<file path="src/rtl/serial_sub_pkg.sv">
// Shared types and sizing helpers for the bit-serial subtractor.
package serial_sub_pkg;

    typedef enum logic [1:0] {
        IDLE = 2'b00,
        RUN  = 2'b01,
        DONE = 2'b10
    } state_e;

    // Counter must be able to hold WIDTH itself, hence WIDTH+1 codes.
    function automatic int cnt_width(input int width);
        return $clog2(width + 1);
    endfunction

endpackage

</file>
<file path="src/rtl/full_subtractor.sv">
// Combinational 1-bit full-subtractor cell: d = a - b - bin, with borrow-out.
module full_subtractor (
    input  logic a,
    input  logic b,
    input  logic bin,
    output logic d,
    output logic bout
);

    assign d    = a ^ b ^ bin;
    assign bout = (~a & b) | (~(a ^ b) & bin);

endmodule

</file>
<file path="src/rtl/serial_subtractor.sv">
// Bit-serial ripple-borrow subtractor, Diff = A - B - Bin, LSB first over WIDTH cycles.
// Optional signed-overflow output Ovf is enabled by defining SERIAL_SUB_OVF_EN.
module serial_subtractor
    import serial_sub_pkg::*;
#(
    parameter int WIDTH = 4
) (
    input  logic             clk,
    input  logic             rst_n,
    input  logic             in_valid,
    output logic             in_ready,
    input  logic [WIDTH-1:0] A,
    input  logic [WIDTH-1:0] B,
    input  logic             Bin,
    output logic             out_valid,
    input  logic             out_ready,
    output logic [WIDTH-1:0] Diff,
    output logic             Bout
`ifdef SERIAL_SUB_OVF_EN
    ,
    output logic             Ovf
`endif
);

    localparam int CNT_W = cnt_width(WIDTH);

    state_e             state_r;
    state_e             state_s;
    logic [WIDTH-1:0]   a_sh_r;
    logic [WIDTH-1:0]   b_sh_r;
    logic [WIDTH-1:0]   diff_r;
    logic               borrow_r;
    logic               bout_r;
    logic [CNT_W-1:0]   cnt_r;
    logic               d_s;
    logic               bout_s;
    logic               last_s;
`ifdef SERIAL_SUB_OVF_EN
    logic               a_msb_r;
    logic               b_msb_r;
    logic               ovf_r;
`endif

    full_subtractor u_cell (
        .a    (a_sh_r[0]),
        .b    (b_sh_r[0]),
        .bin  (borrow_r),
        .d    (d_s),
        .bout (bout_s)
    );

    assign last_s = (state_r == RUN) && (cnt_r == CNT_W'(WIDTH - 1));

    // State register
    always_ff @(posedge clk or negedge rst_n) begin
        if (!rst_n) begin
            state_r <= IDLE;
        end else begin
            state_r <= state_s;
        end
    end

    // Next-state logic
    always_comb begin
        state_s = state_r;
        case (state_r)
            IDLE: begin
                if (in_valid) begin
                    state_s = RUN;
                end else begin
                    state_s = IDLE;
                end
            end
            RUN: begin
                if (last_s) begin
                    state_s = DONE;
                end else begin
                    state_s = RUN;
                end
            end
            DONE: begin
                if (out_ready) begin
                    state_s = IDLE;
                end else begin
                    state_s = DONE;
                end
            end
            default: state_s = IDLE;
        endcase
    end

    // Handshake outputs decoded from the registered state only
    always_comb begin
        in_ready  = 1'b0;
        out_valid = 1'b0;
        case (state_r)
            IDLE:    in_ready  = 1'b1;
            DONE:    out_valid = 1'b1;
            default: begin
                in_ready  = 1'b0;
                out_valid = 1'b0;
            end
        endcase
    end

    // Operand capture, one subtract step per RUN cycle, result latch on the last step
    always_ff @(posedge clk or negedge rst_n) begin
        if (!rst_n) begin
            a_sh_r   <= {WIDTH{1'b0}};
            b_sh_r   <= {WIDTH{1'b0}};
            diff_r   <= {WIDTH{1'b0}};
            borrow_r <= 1'b0;
            bout_r   <= 1'b0;
            cnt_r    <= {CNT_W{1'b0}};
`ifdef SERIAL_SUB_OVF_EN
            a_msb_r  <= 1'b0;
            b_msb_r  <= 1'b0;
            ovf_r    <= 1'b0;
`endif
        end else begin
            case (state_r)
                IDLE: begin
                    if (in_valid) begin
                        a_sh_r   <= A;
                        b_sh_r   <= B;
                        borrow_r <= Bin;
                        cnt_r    <= {CNT_W{1'b0}};
`ifdef SERIAL_SUB_OVF_EN
                        a_msb_r  <= A[WIDTH-1];
                        b_msb_r  <= B[WIDTH-1];
`endif
                    end
                end
                RUN: begin
                    a_sh_r   <= {1'b0, a_sh_r[WIDTH-1:1]};
                    b_sh_r   <= {1'b0, b_sh_r[WIDTH-1:1]};
                    diff_r   <= {d_s, diff_r[WIDTH-1:1]};
                    borrow_r <= bout_s;
                    cnt_r    <= cnt_r + CNT_W'(1);
                    if (last_s) begin
                        bout_r <= bout_s;
`ifdef SERIAL_SUB_OVF_EN
                        // d_s is the final MSB of Diff on this step
                        ovf_r  <= (a_msb_r != b_msb_r) && (d_s != a_msb_r);
`endif
                    end
                end
                default: begin
                    diff_r <= diff_r;
                end
            endcase
        end
    end

    assign Diff = diff_r;
    assign Bout = bout_r;
`ifdef SERIAL_SUB_OVF_EN
    assign Ovf  = ovf_r;
`endif

endmodule

</file>
<file path="config.mk">
export PLATFORM = sky130hd
export DESIGN_NAME = serial_subtractor
export DESIGN_NICKNAME = d
export VERILOG_FILES = /design/src/rtl/serial_sub_pkg.sv /design/src/rtl/full_subtractor.sv /design/src/rtl/serial_subtractor.sv
export SDC_FILE = /design/constraint.sdc
export NUM_CORES = 1
export LEC_CHECK = 0
export BUFFER_PORTS_ARGS = -buffer_cell sky130_fd_sc_hd__buf_2
export CAP_MARGIN = 40
export CORE_MARGIN = 4
export CORE_UTILIZATION = 51
export CTS_BUF_LIST = sky130_fd_sc_hd__clkbuf_16
export CTS_CLUSTER_SIZE = 40
export DETAILED_ROUTE_END_ITERATION = 8
export PLACE_DENSITY = 0.76
export SKIP_LAST_GASP = 1
export SYNTH_ARGS = -nofsm -noshare
export SYNTH_HDL_FRONTEND = slang
export SYNTH_HIERARCHICAL = 1
export SYNTH_SLANG_ARGS = --single-unit
export TNS_END_PERCENT = 1
</file>
<file path="constraint.sdc">
create_clock -name clk -period 1.6 [get_ports clk]
set_input_delay 0.08 -clock clk [delete_from_list [all_inputs] [get_ports clk]]
set_output_delay 0.08 -clock clk [all_outputs]
set_load 0.03 [all_outputs]
</file>
After elaboration in Yosys (flattened, before gate mapping)
Index checks and enable logic that the tools add are counted.
{"block": "totals", "register_bits": 19, "output_inout_bits": 7}
{"block": "op_classes", "addsub": 1, "eq_ne": 4, "muxes": 14, "n_bitwise": 7, "reduce_logical": 5}
{"cell": "4-bit one-hot mux with 2 select lines", "count": 2}
{"cell": "4-bit two-way mux", "count": 2}
{"cell": "2-bit one-hot mux with 3 select lines", "count": 1}
{"cell": "3-bit one-hot mux with 2 select lines", "count": 1}
{"cell": "1-bit two-way mux", "count": 4}
{"cell": "2-bit two-way mux", "count": 2}
{"cell": "2-bit AND reduction", "count": 2}
{"cell": "3-bit by 1-bit adder with 3-bit output (second input constant)", "count": 1}
{"cell": "3-bit by 2-bit == test with 1-bit output (second input constant)", "count": 1}
{"cell": "3-bit two-way mux", "count": 1}
{"cell": "1-bit bitwise AND", "count": 2}
{"cell": "2-bit by 1-bit == test with 1-bit output (second input constant)", "count": 1}
{"cell": "2-bit == test (second input constant)", "count": 1}
{"cell": "2-bit logical NOT", "count": 1}
{"cell": "2-bit != test (second input constant)", "count": 1}
{"cell": "1-bit inverter", "count": 2}
{"cell": "1-bit one-hot mux with 2 select lines", "count": 1}
{"cell": "2-bit nonzero test", "count": 1}
{"cell": "1-bit bitwise XOR", "count": 2}
{"cell": "1-bit logical AND", "count": 1}
{"cell": "1-bit bitwise OR", "count": 1}

Depth between registers and ports, before layout
{"block": "logic_depth", "ltp_word": 5, "depth_mapped": 4}

Cells and area by module
The synthesis kept the hierarchy.
{"mod": "serial_subtractor", "instances": 1, "cells_each": 67, "area_per_inst_um2": 883.3, "seq_area_each_um2": 475.5}
{"mod": "full_subtractor", "instances": 1, "cells_each": 4, "area_per_inst_um2": 31.3, "seq_area_each_um2": 0.0}

Least setup slack after synthesis
Ideal clock, no wire load.
{"block": "synth_path", "path_kind": "register -> register", "from": "register state_r[1]", "to": "register a_sh_r[1]", "setup_time_ns": 0.123, "t_arrival_ns": 1.184, "setup_slack_ns": 0.293, "stages_incl_launch_ff": 4, "cell_sequence": "dfrtp_1 buf_2 or4b_1 o221a_2"}
{"block": "synth_between", "elab_chain_len": 3, "elab_cells_between_ends": 6, "classes_between": "2 x eq/ne; 1 x mux; 3 x reduce/logical"}
{"item": "start: declaration", "line_no": "serial_subtractor.sv:27", "rtl": "state_e state_r;"}
{"item": "start signal: assignment", "line_no": "serial_subtractor.sv:59", "rtl": "state_r <= state_s;"}
{"item": "2-bit by 1-bit == test with 1-bit output or 2-bit logical NOT (tied branches)", "line_no": "serial_subtractor.sv:121", "rtl": "case (state_r)"}
{"item": "2-bit nonzero test (no line) or 2-bit != test (tied branches)"}
{"item": "2-bit AND reduction (no line)"}
{"item": "end signal: assignment", "line_no": "serial_subtractor.sv:109", "rtl": "a_sh_r <= {WIDTH{1'b0}};"}
{"item": "end signal: assignment", "line_no": "serial_subtractor.sv:135", "rtl": "a_sh_r <= {1'b0, a_sh_r[WIDTH-1:1]};"}
{"item": "end: declaration", "line_no": "serial_subtractor.sv:29", "rtl": "logic [WIDTH-1:0] a_sh_r;"}
Parallel ways exist; a longest one is shown, timed or not.
A chain may end at the register's enable or synchronous reset.

Final worst setup path
Ends and elaborated chain as after synthesis.

==> results.cfg <==
[sta]
holdWs_ns = 0.0228
fin_crit_sh_pct = 89.8
fmax_ghz = 0.696
slew_violations = 0
period_needed_ns = 1.44
worst_pin_slew_ns = 0.426
finClkSkew_ns = 0.00110
timing.slew.headroom_pct = 71.6
finalHoldViolCount = 0
fin_setup_tns_ns = 0
rsz0062_at_grt = no
setup_violations = 0

[routing]
ant_nets = 0
wl_per_cell_um = 13.7
wl_um = 1620
firstDrtPassIters = 4
first_iter_violations = 6
drc = 0
viasPerCell = 5.35
num_vias = 631

[layout]
area_growth_pct = 22.7
post-route-util_pct = 65.7
final_cell_area_um2 = 1120
seq_area_um2 = 475
nFillCells = 140
drive_gt1_share_pct = 45.2
finalNetCount = 110
antennaDiodeCount = 0
multi_input_area_um2 = 382

[pwr]
pwr-share-seq_pct = 35.4
p_switching_mw = 0.892
p_clk_share_pct = 20.4
vdd_ir_drop_max_mv = 0.983
intPower_mw = 1.58
switching_share_pct = 36.1
cellLeakagePower_nw = 0.542
comb_power_share_pct = 44.2
cellPowerDensity_nw_per_um2 = 2200

[synth]
synthFlopType = dfrtp_1
synth_common_cells = 19 x dfrtp_1, 7 x inv_1, 7 x o221a_2, 5 x mux2_2
synth.area.top_cells = dfrtp_1 52%, o221a_2 8.6%, mux2_2 6.2%
yosysUniqueCellTypes = 22
ys_seq_area_share_pct = 52.0
yosys_warnings = 6
synth.ff_latch_count = 19
syn_avg_cell_area_um2 = 12.9
synthArstFlopShare_pct = 100
yosysMostFrequentCell = dfrtp_1
synth_nets = 87
synth_edf_count = 0
synth_top_area_share_pct = 52.0
synth_area_leader_cell = dfrtp_1
synth_area_um2 = 915
syn_inst = 71

[critical_path]
critPathRequiredTime_ns = 1.73
crit_path_start_kind = register
slowest_delay_ns = 0.52
crit_fanout = 11
path_delay_family = simple AND/OR/NAND/NOR gates
critical_path_arrival_ns = 1.57
critPathBufInv = 1
end_kind = register
crit_path_cell_trace = buf_4 -> or4b_1 -> o221a_2
crit_type = reg -> reg
slowest_stage = or4b_1

[job]
drv_cap = 0

[floorplan]
pin_count = 20
die_y_um = 50.4
chipWidth_um = 50.4
core_um2 = 1710
initial_core_util_pct = 53.6
die-area_um2 = 2540
fp-row-count = 15

[cts]
cts_resized = 0
cts_tree = built
root_buffer = clkbuf_16
cts_buffers = 3
cts.sinks = 19
cts_max_level = 1
clk_pin_slew_ns = 0.05
clk_latency_ns = 0.25
clockBufferDepth = 2

[grt]
grt_pass1_vias = 620
grt_pass1_wl_um = 2750
grt_max_degree = 20
antenna_found_initial = 0
grt-ovfl-total = 0
grt_usage_pct = 14.5

[placement]
portBuffers = 19
placed_area_um2 = 1030
gp_congestion = 0.731
dp_hpwl_um = 1140

[worst_hold_path]
hold_class = in -> reg

[status]
outcome = completed
## worst register-to-register path: cells and delay by family, from the launching register on
family / cells / cell delay, ns
AND/OR/NAND/NOR: 1 / 0.52
AO/OA/AOI/OAI: 1 / 0.14
buffers and inverters: 1 / 0.20
flip-flops: 1 / 0.47
## registers in the layout, summed over array words and instances, names as in the netlist
name and count:
Diff 4, a_sh_r 4, b_sh_r 4, cnt_r 3, state_r 2, Bout 1, borrow_r 1
## stage by stage
step	worst slack [ns]	total power [mW]	cells
final	0.164	2.47	118
after global routing	0.122	2.64	118
after CTS	0.169	2.50	118
after detailed placement	0.173	1.97	113
after global placement	0.207	1.93	113
after floorplan	0.293	1.72	71
## power groups by stage
stage                     Combinational, mW  Clock [mW]  Sequential [mW]
after global placement                 1.06           0            0.872
final                                  1.09       0.505            0.876
after global routing                   1.19       0.539            0.914
after floorplan                       0.735           0            0.981
after CTS                              1.11       0.518            0.878
after detailed placement               1.09           0            0.883
## area by class of cell
class | instances | share of cell area, %
sequential | 19 | 42.4
multi-input combinational | 40 | 34.0
timing repair buffer | 23 | 11.4
clock buffer | 3 | 6.69
tap | 25 | 2.79
inverter | 7 | 2.34
clock inverter | 1 | 0.446
## cell usage in the layout (no fill, tap or decap)
cell type,count
a211o_1,2
a21oi_1,1
buf_2,19
buf_4,3
clkbuf_16,3
clkinv_2,1
dfrtp_1,19
dlygate4sd3_1,1
fa_1,1
ha_1,2
inv_1,7
mux2_2,5
mux2i_1,1
nand2b_1,4
nand3b_1,1
nor2_1,1
nor3b_1,2
nor4bb_1,2
o21ai_0,1
o21ba_2,1
o221a_2,7
o22ai_1,2
or4b_1,4
or4b_2,3
## metal layers
layer  part of all wire [%]  wire, um  vias to the layer above  GRT usage, %
li1                       -         -                      310             -
met1                     45       732                      304          19.0
met2                     49       791                       13          22.6
met3                    3.7        60                        4          2.67
met4                    1.9        31                        0          8.07
met5                      0         0                        -             0
## cells by family (layout without fill, tap and decap cells)
| logic type | after synthesis | after routing | synth area share [%] |
|---|---|---|---|
| flops | 19 | 19 | 52.0 |
| fa+ha+maj | 3 | 3 | 4.92 |
| simple gates | 17 | 17 | 15.5 |
| mux | 6 | 6 | 7.25 |
| compound gates | 14 | 14 | 14.1 |
| buf+inv | 12 | 34 | 6.29 |
## timing repair
| action | 4_1_cts | 5_1_grt |
|---|---|---|
| setup buffers | 0 | 0 |
| hold buffers | 1 | 0 |
| endpoints found under the hold margin | 19 | 0 |
## worst paths after layout
check / slack, ns / cells past startpoint / start / to
min in group asynchronous: 0.31 / 2 / rst_n / cnt_r[1]
max: 0.16 / 3 / state_r[1] / a_sh_r[1]
min: 0.02 / 2 / out_ready / state_r[1]
min reg2reg: 0.48 / 1 / cnt_r[0] / cnt_r[0]
max in group asynchronous: 0.99 / 2 / rst_n / cnt_r[2]
max reg2reg: 0.16 / 3 / state_r[1] / a_sh_r[1]
Power figures use the tool's default switching activity.
